===== src/rtl/video_timing_detector.sv =====
// video_timing_detector: measures line/frame period, sync pulse width and sync
// polarity from asynchronous h/v syncs, and raises locked once timing is stable.
// Optional h_pos/v_pos reconstruction is built only with VIDEO_TIMING_DETECTOR_POS_EN.
module video_timing_detector #(
  parameter int CNT_W       = 16,
  parameter int LOCK_FRAMES = 2
) (
  input  logic             pixel_clk,
  input  logic             reset,
  input  logic             en,
  input  logic             h_sync_in,
  input  logic             v_sync_in,
  output logic [CNT_W-1:0] h_period,
  output logic [CNT_W-1:0] h_pulse,
  output logic [CNT_W-1:0] v_period,
  output logic [CNT_W-1:0] v_pulse,
  output logic             h_pol,
  output logic             v_pol,
  output logic             locked,
  output logic [CNT_W-1:0] h_pos,
  output logic [CNT_W-1:0] v_pos
);

  localparam int               MW        = (LOCK_FRAMES < 1) ? 1 : $clog2(LOCK_FRAMES + 1);
  localparam logic [CNT_W-1:0] CNT_MAX   = {CNT_W{1'b1}};
  localparam logic [CNT_W-1:0] CNT_ONE   = CNT_W'(1);
  localparam logic [MW-1:0]    MATCH_TGT = MW'(LOCK_FRAMES);
  localparam logic [MW-1:0]    MATCH_ONE = MW'(1);

  typedef enum logic [1:0] {
    ST_SEARCH  = 2'd0,
    ST_MEASURE = 2'd1,
    ST_LOCKED  = 2'd2
  } state_t;

  // Counter increment that sticks at all-ones instead of wrapping.
  function automatic logic [CNT_W-1:0] sat_inc(input logic [CNT_W-1:0] val, input logic inc);
    return (inc && (val != CNT_MAX)) ? val + CNT_ONE : val;
  endfunction

  // ---------------------------------------------------------------------------
  // Sync input synchronizers and rising-edge detection
  // ---------------------------------------------------------------------------
  logic h_meta_q, h_sync_q, h_dly_q;
  logic v_meta_q, v_sync_q, v_dly_q;

  // Two-flop synchronizers plus one delay stage for edge detection. These keep
  // running while en is low so edges that happen during the freeze are absorbed
  // and never reported once en returns.
  always_ff @(posedge pixel_clk) begin
    if (reset) begin
      h_meta_q <= 1'b0;
      h_sync_q <= 1'b0;
      h_dly_q  <= 1'b0;
      v_meta_q <= 1'b0;
      v_sync_q <= 1'b0;
      v_dly_q  <= 1'b0;
    end else begin
      h_meta_q <= h_sync_in;
      h_sync_q <= h_meta_q;
      h_dly_q  <= h_sync_q;
      v_meta_q <= v_sync_in;
      v_sync_q <= v_meta_q;
      v_dly_q  <= v_sync_q;
    end
  end

  logic line_evt, frame_evt;
  assign line_evt  = en & h_sync_q & ~h_dly_q;
  assign frame_evt = en & v_sync_q & ~v_dly_q;

  // ---------------------------------------------------------------------------
  // Horizontal measurement
  // ---------------------------------------------------------------------------
  logic [CNT_W-1:0] p_cnt_q;      // clocks since last line event
  logic [CNT_W-1:0] h_hi_q;       // clocks with sync high in the current line
  logic             line_seen_q;  // a line event opened the current period
  logic             h_vld_q;      // at least one complete line measured
  logic [CNT_W-1:0] h_period_q, h_pulse_q;
  logic             h_pol_q;

  logic             p_sat;
  logic             h_upd;
  logic [CNT_W-1:0] h_diff;
  logic             h_hi_short;
  logic [CNT_W-1:0] h_new;

  // Losing line events for a full counter range means the source is gone.
  assign p_sat      = (p_cnt_q == CNT_MAX);
  assign h_upd      = line_evt & line_seen_q;
  assign h_diff     = p_cnt_q - h_hi_q;
  assign h_hi_short = (h_hi_q <= h_diff);
  assign h_new      = h_upd ? p_cnt_q : h_period_q;

  // Line period / high-time counters and the registered horizontal results.
  always_ff @(posedge pixel_clk) begin
    if (reset) begin
      p_cnt_q     <= '0;
      h_hi_q      <= '0;
      line_seen_q <= 1'b0;
      h_vld_q     <= 1'b0;
      h_period_q  <= '0;
      h_pulse_q   <= '0;
      h_pol_q     <= 1'b0;
    end else if (en) begin
      if (line_evt) begin
        // The event cycle itself is the first clock of the new line and the
        // synchronized sync is high on it.
        p_cnt_q     <= CNT_ONE;
        h_hi_q      <= CNT_ONE;
        line_seen_q <= 1'b1;
      end else begin
        p_cnt_q <= sat_inc(p_cnt_q, 1'b1);
        h_hi_q  <= sat_inc(h_hi_q, h_sync_q);
      end

      if (p_sat) begin
        line_seen_q <= 1'b0;
        h_vld_q     <= 1'b0;
        h_period_q  <= '0;
        h_pulse_q   <= '0;
        h_pol_q     <= 1'b0;
      end else if (h_upd) begin
        h_vld_q    <= 1'b1;
        h_period_q <= p_cnt_q;
        h_pulse_q  <= h_hi_short ? h_hi_q : h_diff;
        h_pol_q    <= h_hi_short;
      end
    end
  end

  // ---------------------------------------------------------------------------
  // Vertical measurement
  // ---------------------------------------------------------------------------
  logic [CNT_W-1:0] l_cnt_q;       // line events since last frame event
  logic [CNT_W-1:0] vh_cnt_q;      // of those, lines seen with v_sync high
  logic             frame_seen_q;  // a frame event opened the current frame
  logic [CNT_W-1:0] v_period_q, v_pulse_q;
  logic             v_pol_q;

  logic [CNT_W-1:0] l_fin, vh_fin, v_diff;
  logic             v_upd;
  logic             v_hi_short;

  // A line event on the frame-event cycle still belongs to the closing frame.
  assign l_fin      = sat_inc(l_cnt_q, line_evt);
  assign vh_fin     = sat_inc(vh_cnt_q, line_evt & v_sync_q);
  assign v_diff     = l_fin - vh_fin;
  assign v_hi_short = (vh_fin <= v_diff);
  assign v_upd      = frame_evt & frame_seen_q;

  // Frame line counters and the registered vertical results.
  always_ff @(posedge pixel_clk) begin
    if (reset) begin
      l_cnt_q      <= '0;
      vh_cnt_q     <= '0;
      frame_seen_q <= 1'b0;
      v_period_q   <= '0;
      v_pulse_q    <= '0;
      v_pol_q      <= 1'b0;
    end else if (en) begin
      if (p_sat) begin
        l_cnt_q      <= '0;
        vh_cnt_q     <= '0;
        frame_seen_q <= 1'b0;
        v_period_q   <= '0;
        v_pulse_q    <= '0;
        v_pol_q      <= 1'b0;
      end else if (frame_evt) begin
        l_cnt_q      <= '0;
        vh_cnt_q     <= '0;
        frame_seen_q <= 1'b1;
        if (frame_seen_q) begin
          v_period_q <= l_fin;
          v_pulse_q  <= v_hi_short ? vh_fin : v_diff;
          v_pol_q    <= v_hi_short;
        end
      end else begin
        l_cnt_q  <= l_fin;
        vh_cnt_q <= vh_fin;
      end
    end
  end

  // ---------------------------------------------------------------------------
  // Lock FSM
  // ---------------------------------------------------------------------------
  state_t           state_q;
  logic [MW-1:0]    match_q;
  logic             locked_q;
  logic [CNT_W-1:0] prev_h_q, prev_v_q;
  logic             prev_vld_q;

  logic             frame_match;
  logic [MW-1:0]    match_inc;

  // Compare against what this frame event is about to publish, so a line event
  // landing on the same cycle is already reflected in the horizontal value.
  assign frame_match = prev_vld_q && (h_new == prev_h_q) && (l_fin == prev_v_q);
  assign match_inc   = match_q + MATCH_ONE;

  // SEARCH waits for a measured line, MEASURE counts repeated frames, LOCKED
  // holds until timing changes or the line source disappears.
  always_ff @(posedge pixel_clk) begin
    if (reset) begin
      state_q    <= ST_SEARCH;
      match_q    <= '0;
      locked_q   <= 1'b0;
      prev_h_q   <= '0;
      prev_v_q   <= '0;
      prev_vld_q <= 1'b0;
    end else if (en) begin
      if (p_sat) begin
        state_q    <= ST_SEARCH;
        match_q    <= '0;
        locked_q   <= 1'b0;
        prev_vld_q <= 1'b0;
      end else begin
        if (v_upd) begin
          prev_h_q   <= h_new;
          prev_v_q   <= l_fin;
          prev_vld_q <= 1'b1;
        end
        case (state_q)
          ST_SEARCH: begin
            if (frame_evt && (h_vld_q || h_upd)) begin
              state_q <= ST_MEASURE;
              match_q <= '0;
            end
          end
          ST_MEASURE: begin
            if (v_upd) begin
              if (frame_match) begin
                match_q <= match_inc;
                if (match_inc >= MATCH_TGT) begin
                  state_q  <= ST_LOCKED;
                  locked_q <= 1'b1;
                end
              end else begin
                match_q <= '0;
              end
            end
          end
          ST_LOCKED: begin
            if (v_upd && !frame_match) begin
              state_q  <= ST_MEASURE;
              match_q  <= '0;
              locked_q <= 1'b0;
            end
          end
          default: begin
            state_q  <= ST_SEARCH;
            match_q  <= '0;
            locked_q <= 1'b0;
          end
        endcase
      end
    end
  end

  // ---------------------------------------------------------------------------
  // Optional raster position
  // ---------------------------------------------------------------------------
`ifdef VIDEO_TIMING_DETECTOR_POS_EN
  logic [CNT_W-1:0] h_pos_q, v_pos_q;

  // h_pos restarts the cycle after each line event; v_pos restarts on the
  // frame event and otherwise advances once per line event.
  always_ff @(posedge pixel_clk) begin
    if (reset) begin
      h_pos_q <= '0;
      v_pos_q <= '0;
    end else if (en) begin
      h_pos_q <= line_evt ? '0 : sat_inc(h_pos_q, 1'b1);
      if (frame_evt) begin
        v_pos_q <= '0;
      end else begin
        v_pos_q <= sat_inc(v_pos_q, line_evt);
      end
    end
  end

  assign h_pos = h_pos_q;
  assign v_pos = v_pos_q;
`else
  assign h_pos = '0;
  assign v_pos = '0;
`endif

  assign h_period = h_period_q;
  assign h_pulse  = h_pulse_q;
  assign h_pol    = h_pol_q;
  assign v_period = v_period_q;
  assign v_pulse  = v_pulse_q;
  assign v_pol    = v_pol_q;
  assign locked   = locked_q;

endmodule


===== config.mk =====
export PLATFORM = sky130hd
export DESIGN_NAME = video_timing_detector
export DESIGN_NICKNAME = d
export VERILOG_FILES = /design/src/rtl/video_timing_detector.sv
export SDC_FILE = /design/constraint.sdc
export NUM_CORES = 1
export LEC_CHECK = 0
export CORE_ASPECT_RATIO = 0.9
export CORE_MARGIN = 1.5
export CORE_UTILIZATION = 50
export DETAILED_ROUTE_END_ITERATION = 16
export GPL_TIMING_DRIVEN = 0
export PLACE_DENSITY = 0.71
export SKIP_LAST_GASP = 1
export SYNTH_ARGS = -nofsm -noshare
export SYNTH_HDL_FRONTEND = slang
export SYNTH_SLANG_ARGS = --single-unit

===== constraint.sdc =====
create_clock -name pixel_clk -period 8.4 [get_ports pixel_clk]
set_clock_uncertainty 0.15 [all_clocks]
set_input_delay 1.68 -clock pixel_clk [delete_from_list [all_inputs] [get_ports pixel_clk]]
set_output_delay 1.68 -clock pixel_clk [all_outputs]
set_load 0.05 [all_outputs]

=== Yosys cells after proc, flatten, opt, wreduce, memory -nomap -nowiden ===
Cells that the tools add are included.

* Register bits after elaboration: 177
* Bits of input ports: 5
* Output and inout port bits: 99

* $add $sub $neg: 7
* Order comparisons: 3
* Equal/unequal tests: 15
* Mux-type cells: 54
* Bitwise gates (word level): 10
* Reduce and logical (&&, ||, !) cells: 28

{| class="wikitable"
|+ Operators by type and width
! operator !! number
|-
| 2-to-1 mux 16 bit || 22
|-
| adder 16 x 1 -> 16 bit, second input constant || 4
|-
| inequality test 16 bit, second input constant || 4
|-
| equality test 16 bit || 2
|-
| <= comparator 16 bit || 2
|-
| subtractor 16 bit || 2
|-
| 2-to-1 mux 2 bit || 11
|-
| 2-to-1 mux 1 bit || 18
|-
| equality test 16 bit, second input constant || 1
|-
| inequality test 3 bit, second input constant || 5
|-
| nonzero test 2 bit || 7
|-
| case mux 2 bit (3 select lines) || 2
|-
| AND reduction 2 bit || 6
|-
| AND reduction 6 bit || 2
|-
| AND 1 bit || 7
|-
| logical AND 1 bit || 7
|-
| AND reduction 3 bit || 2
|-
| AND reduction 4 bit || 1
|-
| NOT 1 bit || 3
|-
| case mux 1 bit (3 select lines) || 1
|-
| adder 2 x 1 -> 2 bit, second input constant || 1
|-
| equality test 2 x 1 -> 1 bit, second input constant || 1
|-
| equality test 2 bit, second input constant || 1
|-
| >= comparator 2 bit, second input constant || 1
|-
| other kinds (4) || 4
|}

=== Depth between registers and ports, before layout ===
Gate-level depths: netlist of run 1.

* Word-level depth: 12
* Gate-level depth with buffers: 29
* Depth with buffers taken out: 28

=== Worst setup path before layout of run 1 ===
OpenSTA, ideal clock, no wires.

* Path kind: input-to-reg
* Start point: in en
* End point: reg v_pulse_q[13] (netlist: v_pulse[13])
* Setup time: 75 ps
* Arrival: 7255 ps
* Setup slack: 921 ps
* Stages: 28
* Buffers on the path: 2
* Cell sequence: and3b_1 -> buf_2 -> nand3_1 -> a2111oi_0 -> nand3_1 -> xnor2_1 -> inv_1 -> ha_1 -> a21oi_1 -> inv_1 -> a21o_1 -> a21oi_1 -> o21ai_0 -> or2_1 -> mux2i_1 -> a2111oi_4 -> ha_1 -> nand4_1 -> nor2_1 -> and4_1 -> o21ai_0 -> nor2_1 -> o22a_1 -> a31oi_1 -> buf_2 -> mux2i_1 -> a22oi_1 -> o22ai_1

* Cells in the longest elaborated chain, start to end: 11
* Elaborated cells between the ends (all ways): 17

{| class="wikitable"
|+ RTL lines
! what !! RTL line !! text
|-
| start, declared || 10 || <nowiki>input logic en,</nowiki>
|-
| AND 1 bit (2 in a row) || 69 || <nowiki>assign line_evt = en & h_sync_q & ~h_dly_q;</nowiki>
|-
| AND 1 bit || 147 || <nowiki>assign vh_fin = sat_inc(vh_cnt_q, line_evt & v_sync_q);</nowiki>
|-
| logical AND 1 bit || 38 || <nowiki>return (inc && (val != CNT_MAX)) ? val + CNT_ONE : val;</nowiki>
|-
| 2-to-1 mux 16 bit || 38 ||
|-
| subtractor 16 bit || 148 || <nowiki>assign v_diff = l_fin - vh_fin;</nowiki>
|-
| <= comparator 16 bit || 149 || <nowiki>assign v_hi_short = (vh_fin <= v_diff);</nowiki>
|-
| 2-to-1 mux 16 bit || 175 || <nowiki>v_pulse_q <= v_hi_short ? vh_fin : v_diff;</nowiki>
|-
| 2-to-1 mux 16 bit || 173 || <nowiki>if (frame_seen_q) begin</nowiki>
|-
| 2-to-1 mux 16 bit || 169 || <nowiki>end else if (frame_evt) begin</nowiki>
|-
| 2-to-1 mux 16 bit || 162 || <nowiki>if (p_sat) begin</nowiki>
|-
| end signal, assigned || 175 ||
|-
| end, declared || 138 || <nowiki>logic [CNT_W-1:0] v_period_q, v_pulse_q;</nowiki>
|}

Several ways; a longest one is shown, not always the timed one. The select of a mux whose other input is x is not followed.
A chain may end at the register's enable or synchronous reset.

=== Final worst setup path of run 1 ===
* Start point: in en
* End point: reg v_pulse_q[5] (netlist: v_pulse[5])

* Elaborated cells between the ends (all ways): 17

{| class="wikitable"
|+ RTL lines
! what !! RTL line !! text
|-
| AND 1 bit (*) (2 in a row) || 69 ||
|-
| logical AND 1 bit (*) || 38 ||
|-
| 2-to-1 mux 16 bit (*) || 38 ||
|-
| named net l_fin[0] || 141 || <nowiki>logic [CNT_W-1:0] l_fin, vh_fin, v_diff;</nowiki>
|-
| subtractor 16 bit (*) || 148 ||
|-
| <= comparator 16 bit || 149 ||
|-
| 2-to-1 mux 16 bit (*) || 175 ||
|-
| 2-to-1 mux 16 bit (*) || 173 ||
|-
| 2-to-1 mux 16 bit (*) || 169 ||
|-
| 2-to-1 mux 16 bit (*) || 162 ||
|}

The timed path passes the listed nets; every way through them passes the cells marked *. The select of a mux whose other input is x is not followed.

==> results.ini, run 1 <==
[outcome]
status = finished, final reports clean

[floorplanning]
num_io_pins = 104
core_um2 = 21700
die_w_um = 159.8
start_util = 0.5097
die_h_um = 144.1
die_area_um2 = 23020
row_count = 51

[pwr]
p_leak_nw = 5.004
pwr_density_cell_nw_per_um2 = 140.0
power_mw = 1.810
peakVddDrop_v = 0.00009988

[clocking]
cts_sinks = 177
clk_pin_slew_ps = 70
cts_hold_buf = 0
cts_made_buffers = 17
clock_latency_ps = 440
cts_tree = built
cts_buffer_depth = 2
htreeDepth = 4
cts_root_buffer = clkbuf_16

[place]
routabilityCongestion = 0.9774
io_buffer_count = 70
place_hpwl_um = 24840
pre_cts_slack_ps = -1553
place_area_um2 = 12240

[cells_and_area]
drive_gt1_frac = 0.07790
fill_cells = 2009
insertedDiodeCount = 0
syn2layout_area_growth_pct = 16.92
stdcell_area_um2 = 12930
postLayoutCoreUtil = 0.5959
nets = 1557
multi_input_area_um2 = 6892
final-seq-area_um2 = 3543

[routing]
drcViolationCount = 0
wire_per_inst_um = 18.39
viasPerCell = 5.834
dr.pass1.iters = 7
drt_iter0_drc = 1042
drt_wl_total_um = 32980
antenna_left = 0
route.vias.total = 10460

[timing]
tightest_slew_ps = 1054
setup_viol = 0
finalCritPeriodShare = 0.9708
final.setup.tns_ps = 0
fmax_mhz = 122.6
drv_slew = 0
hold_viol = 0
min_period_ps = 8155
setup_ws_ps = 245.3
slew-limit-headroom = 0.2919

[synth]
synthAdderAreaFrac = 0.07196
yosys.area.top_type = dfxtp_1
synth_seq_area_share = 0.3204
synth-simple-area-share = 0.2172
syn_inst = 1366
synth.cell_area_um2 = 11060
yosysMostFrequentCell = dfxtp_1
ys_top_cells_by_count = dfxtp_1 (177), nor2_1 (146), nand2_1 (123)
async_flop_share = 0
muxShareOfSynthArea = 0.02919
synthFlopType = dfxtp_1
synth_enable_flop_cells = 0
ys_seq_elements = 177
synth_area_leaders = dfxtp_1 (32%), ha_1 (7.0%), nor2_1 (5.0%)
synth-xor-area-share = 0.08678
ys_warn_count = 0
yosys.area.top_type_share = 0.3204
synth_top_family_by_area = simple AND/OR/NAND/NOR gates
syn_area_per_cell_um2 = 8.095
synth_compound_area_frac = 0.1988
yosysUniqueCellTypes = 83

[worst_setup_path]
critPathSlowestCell = clkdlybuf4s50_1
crit_top_cell = a21o_1
reg2reg_to = v_pulse[5]
r2r_slack_ps = 1600
rr_worst_depth = 26
worstSetupPathType = input port to flop
r2r-start = h_sync_q
cp.required_ps = 8580
worstPathMaxFanout = 10
start_kind = input port
slowest_delay_ps = 570
setup.worst_path.end_class = flop
arrival_ps = 8340

[min_path]
worstHoldEndpoint = v_sync_q
min_from = v_meta_q
min_path_type = flop to flop
hold_depth = 1

[grt]
grt_pass1_wl_um = 51640
track_usage = 0.2870
grt_max_degree = 18
grt_pass1_vias = 9478
antenna_found_initial = 0
grt-ovfl-total = 0

[run]
drv_cap = 0

power by group:
group / internal, mW / switching [mW] / leakage [nW]
sequential: 0.841 / 0.00504 / 1.43
clock: 0.399 / 0.381 / 0.267
combinational: 0.0590 / 0.125 / 3.31
layout make-up:
cell class,instances,share of cell area
multi-input cells,1041,0.5331
flip-flops and latches,177,0.2741
repair buffers,74,0.05652
plain buffers,105,0.04365
clock buffers,19,0.03426
well taps,291,0.02816
inverters,73,0.02119
clock inverters,13,0.009097
registers in the layout, indices dropped and copies added, names as in the netlist, 2 cells and up:
name and count:
h_hi_q 16, h_period 16, h_pulse 16, l_cnt_q 16, match_q 2, p_cnt_q 16, prev_h_q 16, prev_v_q 16
state_q 2, v_period 16, v_pulse 16, vh_cnt_q 16
layer usage:
| layer | global-route usage | vias to the layer above | part of all wire |
|---|---|---|---|
| met3 | 0.06338 | 64 | 0.089 |
| met5 | 0 | - | 0 |
| met1 | 0.3972 | 4902 | 0.46 |
| met4 | 0.08788 | 0 | 0.023 |
| met2 | 0.4463 | 424 | 0.43 |
| li1 | - | 5071 | - |
kinds of logic after synthesis:
group	after synthesis
AOI/OAI and AO/OA	325
adders and majority gates	63
muxes	32
DFF	177
and+or+nand+nor	485
other	1
buffers and inverters	179
xor gates and xnor gates	104
timing repair:
action | 4_1_cts | 5_1_grt
pin swaps | 0 | 2
buffers inserted | 0 | 4
endpoints found under the hold margin | 0 | 0
endpoints found under the setup margin | 17 | 17
resized for setup | 8 | 15
through the flow:
stage	std cells	hold slack, ps
floorplan	1397	263.8
CTS	1790	307.5
global route	1793	309.9
detailed placement	1758	293.7
global placement	1758	269.3
finish	1793	302.2
how the worst max path moves through the flow:
stage                     start          end  slack [ps]  cells after the start
final                        en   v_pulse[5]         250                     26
after floorplan              en  v_pulse[13]         920                     28
after detailed placement     en   v_pulse[5]       -1550                     27
after global placement       en   v_pulse[4]       -1400                     28
after CTS                    en   v_pulse[4]          10                     27
after global routing         en   v_pulse[3]         -70                     28
critical path, delay by kind of cell:
kind	cells	cell delay [ps]
AOI/OAI and AO/OA	13	3020
buffers and inverters	5	1590
and+or+nand+nor	5	1250
adders and majority gates	2	490
xor gates and xnor gates	1	280
cell usage in the layout, fill, tap and decap left out, types with 49 or more instances in the layout:
master and count:
a21oi_1 90, clkbuf_1 56, clkdlybuf4s50_1 70, a22oi_1 49, xnor2_1 59, nand2_1 123, inv_1 73, dfxtp_1 177
ha_1 62, nor2_1 145
No activity file was read; power rests on OpenSTA's default activity.
==> inputs of run 2 (changes only) <==
--- a/config.mk
+++ b/config.mk
@@ -12,6 +12,7 @@
 export GPL_TIMING_DRIVEN = 0
 export PLACE_DENSITY = 0.71
 export SKIP_LAST_GASP = 1
+export SLEW_MARGIN = 20
 export SYNTH_ARGS = -nofsm -noshare
 export SYNTH_HDL_FRONTEND = slang
 export SYNTH_SLANG_ARGS = --single-unit
==> results.ini, run 2 (synthesis results as in run 1) <==
[grt]
grt_pass1_vias = 9462  ; was 9478
antenna_found_initial = 0  ; unchanged
track_usage = 0.2888  ; was 0.2870
grt_pass1_wl_um = 52200  ; was 51640 µm
grt_max_degree = 17  ; was 18
grt-ovfl-total = 0  ; unchanged

[routing]
dr.pass1.iters = 8  ; was 7
wire_per_inst_um = 18.53  ; was 18.39 µm
drcViolationCount = 0  ; unchanged
viasPerCell = 5.859  ; was 5.834
antenna_left = 0  ; unchanged
route.vias.total = 10530  ; was 10460
drt_iter0_drc = 955  ; was 1042
drt_wl_total_um = 33310  ; was 32980 µm

[floorplanning]
die_w_um = 159.8  ; unchanged
die_h_um = 144.1  ; unchanged
num_io_pins = 104  ; unchanged
core_um2 = 21700  ; unchanged
start_util = 0.5097  ; unchanged
row_count = 51  ; unchanged
die_area_um2 = 23020  ; unchanged

[pwr]
p_switching_mw = 0.4981  ; was 0.5115 mW
pwr_density_cell_nw_per_um2 = 146.0  ; was 140.0 nW/µm²
p_leak_nw = 5.053  ; was 5.004 nW
pwr-share-clk = 0.458  ; was 0.431
p_int_mw = 1.404  ; was 1.299 mW
combPwrFrac = 0.097  ; was 0.102
peakVddDrop_v = 0.0001221  ; was 0.00009988 V
swShare = 0.2618  ; was 0.2825
seq_power_share = 0.445  ; was 0.468

[timing]
finalCritPeriodShare = 0.9884  ; was 0.9708
min_period_ps = 8302  ; was 8155 ps
drv_slew = 0  ; unchanged
final.setup.tns_ps = 0  ; unchanged
hold_viol = 0  ; unchanged
tightest_slew_ps = 1043  ; was 1054 ps
holdWs_ps = 302.8  ; was 302.2 ps
fmax_mhz = 120.4  ; was 122.6 MHz
slew-limit-headroom = 0.2993  ; was 0.2919
setup_viol = 0  ; unchanged

[worst_setup_path]
r2r_slack_ps = 1550  ; was 1600 ps
rr_worst_depth = 26  ; unchanged
start_kind = input port  ; unchanged
critPathLaunch = en  ; unchanged
worstSetupPathType = input port to flop  ; unchanged
arrival_ps = 8480  ; was 8340 ps
reg2reg_to = v_pulse[5]  ; unchanged
worstPathMaxFanout = 10  ; unchanged
r2r-start = vh_cnt_q[0]  ; was h_sync_q
cp.required_ps = 8580  ; about the same
setup.worst_path.end_class = flop  ; unchanged
critPathCapture = v_pulse[5]  ; unchanged

[cells_and_area]
postLayoutCoreUtil = 0.6007  ; was 0.5959
syn2layout_area_growth_pct = 17.85  ; was 16.92%
stdcell_area_um2 = 13030  ; was 12930 µm²
nets = 1562  ; was 1557
final_cell_mix = dfxtp_1 (177), nor2_1 (146), nand2_1 (123)  ; was dfxtp_1 (177), nor2_1 (145), nand2_1 (123)
fill_cells = 2005  ; was 2009
drive_gt1_frac = 0.07968  ; was 0.07790
layout_commonest_cell = dfxtp_1  ; unchanged
insertedDiodeCount = 0  ; unchanged

[min_path]
min_path_type = flop to flop  ; unchanged

[clocking]
cts_tree = built  ; unchanged
cts_sinks = 177  ; unchanged
htreeDepth = 4  ; unchanged
cts_root_buffer = clkbuf_16  ; unchanged
cts_buffer_depth = 2  ; unchanged
cts_made_buffers = 17  ; unchanged
clk_pin_slew_ps = 70  ; about the same
clock_latency_ps = 440  ; about the same

[place]
place_hpwl_um = 24840  ; about the same
place_area_um2 = 12240  ; about the same
io_buffer_count = 70  ; unchanged
routabilityCongestion = 0.9774  ; unchanged

[outcome]
status = finished, final reports clean  ; unchanged

[run]
drv_cap = 0  ; unchanged

[run 2: per-stage QoR]
stage | cells | setup slack, ps | total power [mW]
after floorplan | 1397 | 920.6 | 1.000
after global placement | 1758 | -1399 | 1.041
after detailed placement | 1758 | -1225 | 1.043
after CTS | 1789 | 7.258 | 1.900
after global routing | 1797 | -55.27 | 1.958
final | 1797 | 97.50 | 1.902
[run 2: final cells by class]
type | count | area (µm²) | share of cell area
multi-input combinational | 1041 | 6893 | 0.5289
sequential | 177 | 3543 | 0.2719
timing repair buffer | 78 | 760.7 | 0.05837
buffer | 106 | 570.5 | 0.04378
clock buffer | 18 | 429.2 | 0.03293
tap | 291 | 364.1 | 0.02794
inverter | 73 | 274.0 | 0.02103
clock inverter | 13 | 197.7 | 0.01517
[run 2: worst min-delay path by stage]
stage | start | endpoint | slack (ps) | cells after the start
2_1_floorplan | h_meta_q | h_sync_q | 260 | 1
3_3_place_gp | v_meta_q | v_sync_q | 270 | 1
3_5_place_dp | v_meta_q | v_sync_q | 290 | 1
4_1_cts | v_meta_q | v_sync_q | 310 | 1
5_1_grt | v_meta_q | v_sync_q | 310 | 1
6_report | v_meta_q | v_sync_q | 300 | 1
[run 2: power by group through the flow]
stage          clock [mW]  combinational, mW  sequential [mW]
4_1_cts             0.874              0.179            0.846
2_1_floorplan           0              0.136            0.864
5_1_grt             0.914              0.197            0.847
3_3_place_gp            0              0.175            0.866
6_report            0.871              0.185            0.847
3_5_place_dp            0              0.177            0.866
[run 2: worst max-delay path, stage by stage]
cell,delay [ps]
clkdlybuf4s50_1,590
buf_2,260
nand3b_2,220
clkbuf_1,360
nor2_1,400
xor2_2,290
inv_1,80
ha_1,200
nor3_1,260
a2111oi_0,120
o31a_1,380
a311o_1,410
and3_1,200
or2_2,270
ha_1,290
a21o_1,190
a21o_1,170
a21o_1,170
a21o_1,170
a211oi_1,250
o21ai_0,250
o22a_1,260
a31oi_4,300
clkbuf_4,300
o21ai_0,180
a22o_1,220
[run 2: repair_timing]
item,in CTS,in global routing
buffers inserted,0,8
pin swaps,0,3
setup endpoints to repair,17,17
gates cloned,0,0
hold buffers,0,0
gates resized for setup,7,16
[run 2: routing by layer]
layer | vias to the layer above | track usage | wire, µm | share of wire
li1 | 5065 | - | - | -
met1 | 4996 | 0.4052 | 15650 | 0.47
met2 | 421 | 0.4617 | 14520 | 0.44
met3 | 47 | 0.04933 | 2595 | 0.078
met4 | 0 | 0.07100 | 539 | 0.016
met5 | - | 0 | 0 | 0
==> inputs of run 3 (changes only) <==
--- a/config.mk
+++ b/config.mk
@@ -9,8 +9,9 @@
 export CORE_MARGIN = 1.5
 export CORE_UTILIZATION = 50
 export DETAILED_ROUTE_END_ITERATION = 16
+export DONT_BUFFER_PORTS = 1
 export GPL_TIMING_DRIVEN = 0
-export PLACE_DENSITY = 0.71
+export PLACE_DENSITY = 0.65
 export SKIP_LAST_GASP = 1
 export SLEW_MARGIN = 20
 export SYNTH_ARGS = -nofsm -noshare
==> results.ini, run 3 (synthesis results as in run 1) <==
[routing]
drt_iter0_drc = 1152  ; was 955
wire_per_inst_um = 19.35  ; was 18.53 µm
drcViolationCount = 0  ; unchanged
route.vias.total = 10240  ; was 10530
dr.pass1.iters = 6  ; was 8
drt_wl_total_um = 33300  ; was 33310 µm
antenna_left = 0  ; unchanged
viasPerCell = 5.948  ; was 5.859

[worst_setup_path]
r2r-start = vh_cnt_q[0]  ; unchanged
setup.worst_path.end_class = flop  ; unchanged
slowest_delay_ps = 380  ; was 590 ps
critPathLaunch = en  ; unchanged
rr_worst_depth = 28  ; was 26
start_kind = input port  ; unchanged
critPathSlowestCell = a2111oi_4  ; was clkdlybuf4s50_1
crit_top_cell = nor2_1  ; was a21o_1
reg2reg_to = v_pulse[4]  ; was v_pulse[5]
worstSetupPathType = input port to flop  ; unchanged
cp.required_ps = 8620  ; was 8580 ps
r2r_slack_ps = 1160  ; was 1550 ps
critPathTopFamily = compound AO/OA/AOI/OAI gates  ; unchanged
worstPathMaxFanout = 10  ; unchanged
arrival_ps = 8140  ; was 8480 ps
path_buf_inv = 5  ; unchanged

[cells_and_area]
multi_input_area_um2 = 6843  ; was 6893 µm²
final-seq-area_um2 = 3543  ; unchanged
final_cell_mix = dfxtp_1 (177), nor2_1 (146), nand2_1 (123)  ; unchanged
insertedDiodeCount = 0  ; unchanged
nets = 1485  ; was 1562
fill_cells = 2087  ; was 2005
layout_commonest_cell = dfxtp_1  ; unchanged
drive_gt1_frac = 0.07343  ; was 0.07968
syn2layout_area_growth_pct = 10.50  ; was 17.85%

[clocking]
htreeDepth = 4  ; unchanged
cts_hold_buf = 0  ; unchanged
cts_root_buffer = clkbuf_16  ; unchanged
clk_pin_slew_ps = 70  ; about the same
cts_tree = built  ; unchanged
cts_resized = 0  ; was 7
clock_latency_ps = 440  ; about the same
cts_sinks = 177  ; unchanged
cts_buffer_depth = 2  ; unchanged
cts_made_buffers = 17  ; unchanged
cts_setup_buffers = 0  ; unchanged

[timing]
hold_viol = 0  ; unchanged
fmax_mhz = 126.3  ; was 120.4 MHz
tightest_slew_ps = 964.9  ; was 1043 ps
drv_slew = 0  ; unchanged
slew-limit-headroom = 0.3568  ; was 0.2993
finalCritPeriodShare = 0.9427  ; was 0.9884
final.setup.tns_ps = 0  ; unchanged
min_period_ps = 7919  ; was 8302 ps
setup_viol = 0  ; unchanged
rsz0062_at_grt = false

[floorplanning]
die_area_um2 = 23020  ; unchanged
die_h_um = 144.1  ; unchanged
start_util = 0.5097  ; unchanged
num_io_pins = 104  ; unchanged
die_w_um = 159.8  ; unchanged
core_um2 = 21700  ; unchanged
row_count = 51  ; unchanged

[min_path]
min_from = v_meta_q  ; unchanged
worstHoldEndpoint = v_sync_q  ; unchanged
min_path_type = flop to flop  ; unchanged
hold_depth = 1  ; unchanged

[pwr]
power_mw = 1.893  ; was 1.902 mW
p_leak_nw = 4.770  ; was 5.053 nW
pwr_density_cell_nw_per_um2 = 154.9  ; was 146.0 nW/µm²
peakVddDrop_v = 0.0001260  ; was 0.0001221 V

[run]
drv_cap = 0  ; unchanged

[place]
routabilityCongestion = 0.9845  ; was 0.9774
place_hpwl_um = 24880  ; was 24840 µm
io_buffer_count = 0  ; was 70

[grt]
grt_pass1_wl_um = 51180  ; was 52200 µm
antenna_found_initial = 0  ; unchanged
grt-ovfl-total = 0  ; unchanged
grt_max_degree = 18  ; was 17
track_usage = 0.2868  ; was 0.2888
grt_pass1_vias = 9115  ; was 9462

[outcome]
status = finished, final reports clean  ; unchanged

## run 3: cell type report
cell class	count	area share
well taps	291	0.02980
clock inverters	14	0.01587
clock buffers	18	0.03594
inverters	73	0.02242
plain buffers	106	0.04567
flip-flops and latches	177	0.2900
multi-input cells	1041	0.5600
repair buffers	1	0.0003072
## run 3: how the worst max path moves through the flow
stage / endpoint / slack (ps) / depth (start not counted)
floorplan: v_pulse[13] / 920 / 28
global placement: v_pulse[9] / -880 / 28
detailed placement: v_pulse[9] / -400 / 29
CTS: v_pulse[9] / 50 / 29
global route: v_pulse[4] / 20 / 28
finish: v_pulse[4] / 480 / 29
## run 3: where the power goes
part / internal [mW] / leakage (nW) / switching [mW]
logic: 0.0557 / 3.04 / 0.120
clock network: 0.487 / 0.302 / 0.383
registers: 0.841 / 1.43 / 0.00540
total: 1.38 / 4.77 / 0.509
## run 3: metal layers
metal | GRT usage | wire [µm] | vias up
met5 | 0 | 0 | -
met4 | 0.08242 | 763 | 0
li1 | - | - | 4921
met2 | 0.4307 | 13720 | 411
met1 | 0.4203 | 15910 | 4847
met3 | 0.04703 | 2905 | 58
## run 3: worst register-to-register path: cells and delay by family (launching register included)
family / cells / cell delay, ps
mux: 2 / 500
fa+ha+maj: 3 / 820
compound gates: 6 / 1340
simple gates: 13 / 2850
buf+inv: 3 / 770
xor+xnor: 1 / 410
flops: 1 / 350
## run 3: per-stage QoR
stage | std cells | hold WS [ps] | util | instance area [µm²] | worst slack (ps)
after floorplan | 1397 | 263.8 | - | 11170 | 920.6
after global placement | 1688 | 281.8 | 0.5318 | 11540 | -881.7
after detailed placement | 1689 | 273.4 | 0.5321 | 11540 | -400.8
after CTS | 1721 | 291.1 | 0.5612 | 12180 | 53.15
after global routing | 1721 | 310.1 | 0.5632 | 12220 | 19.59
final | 1721 | 296.5 | 0.5632 | 12220 | 481.4
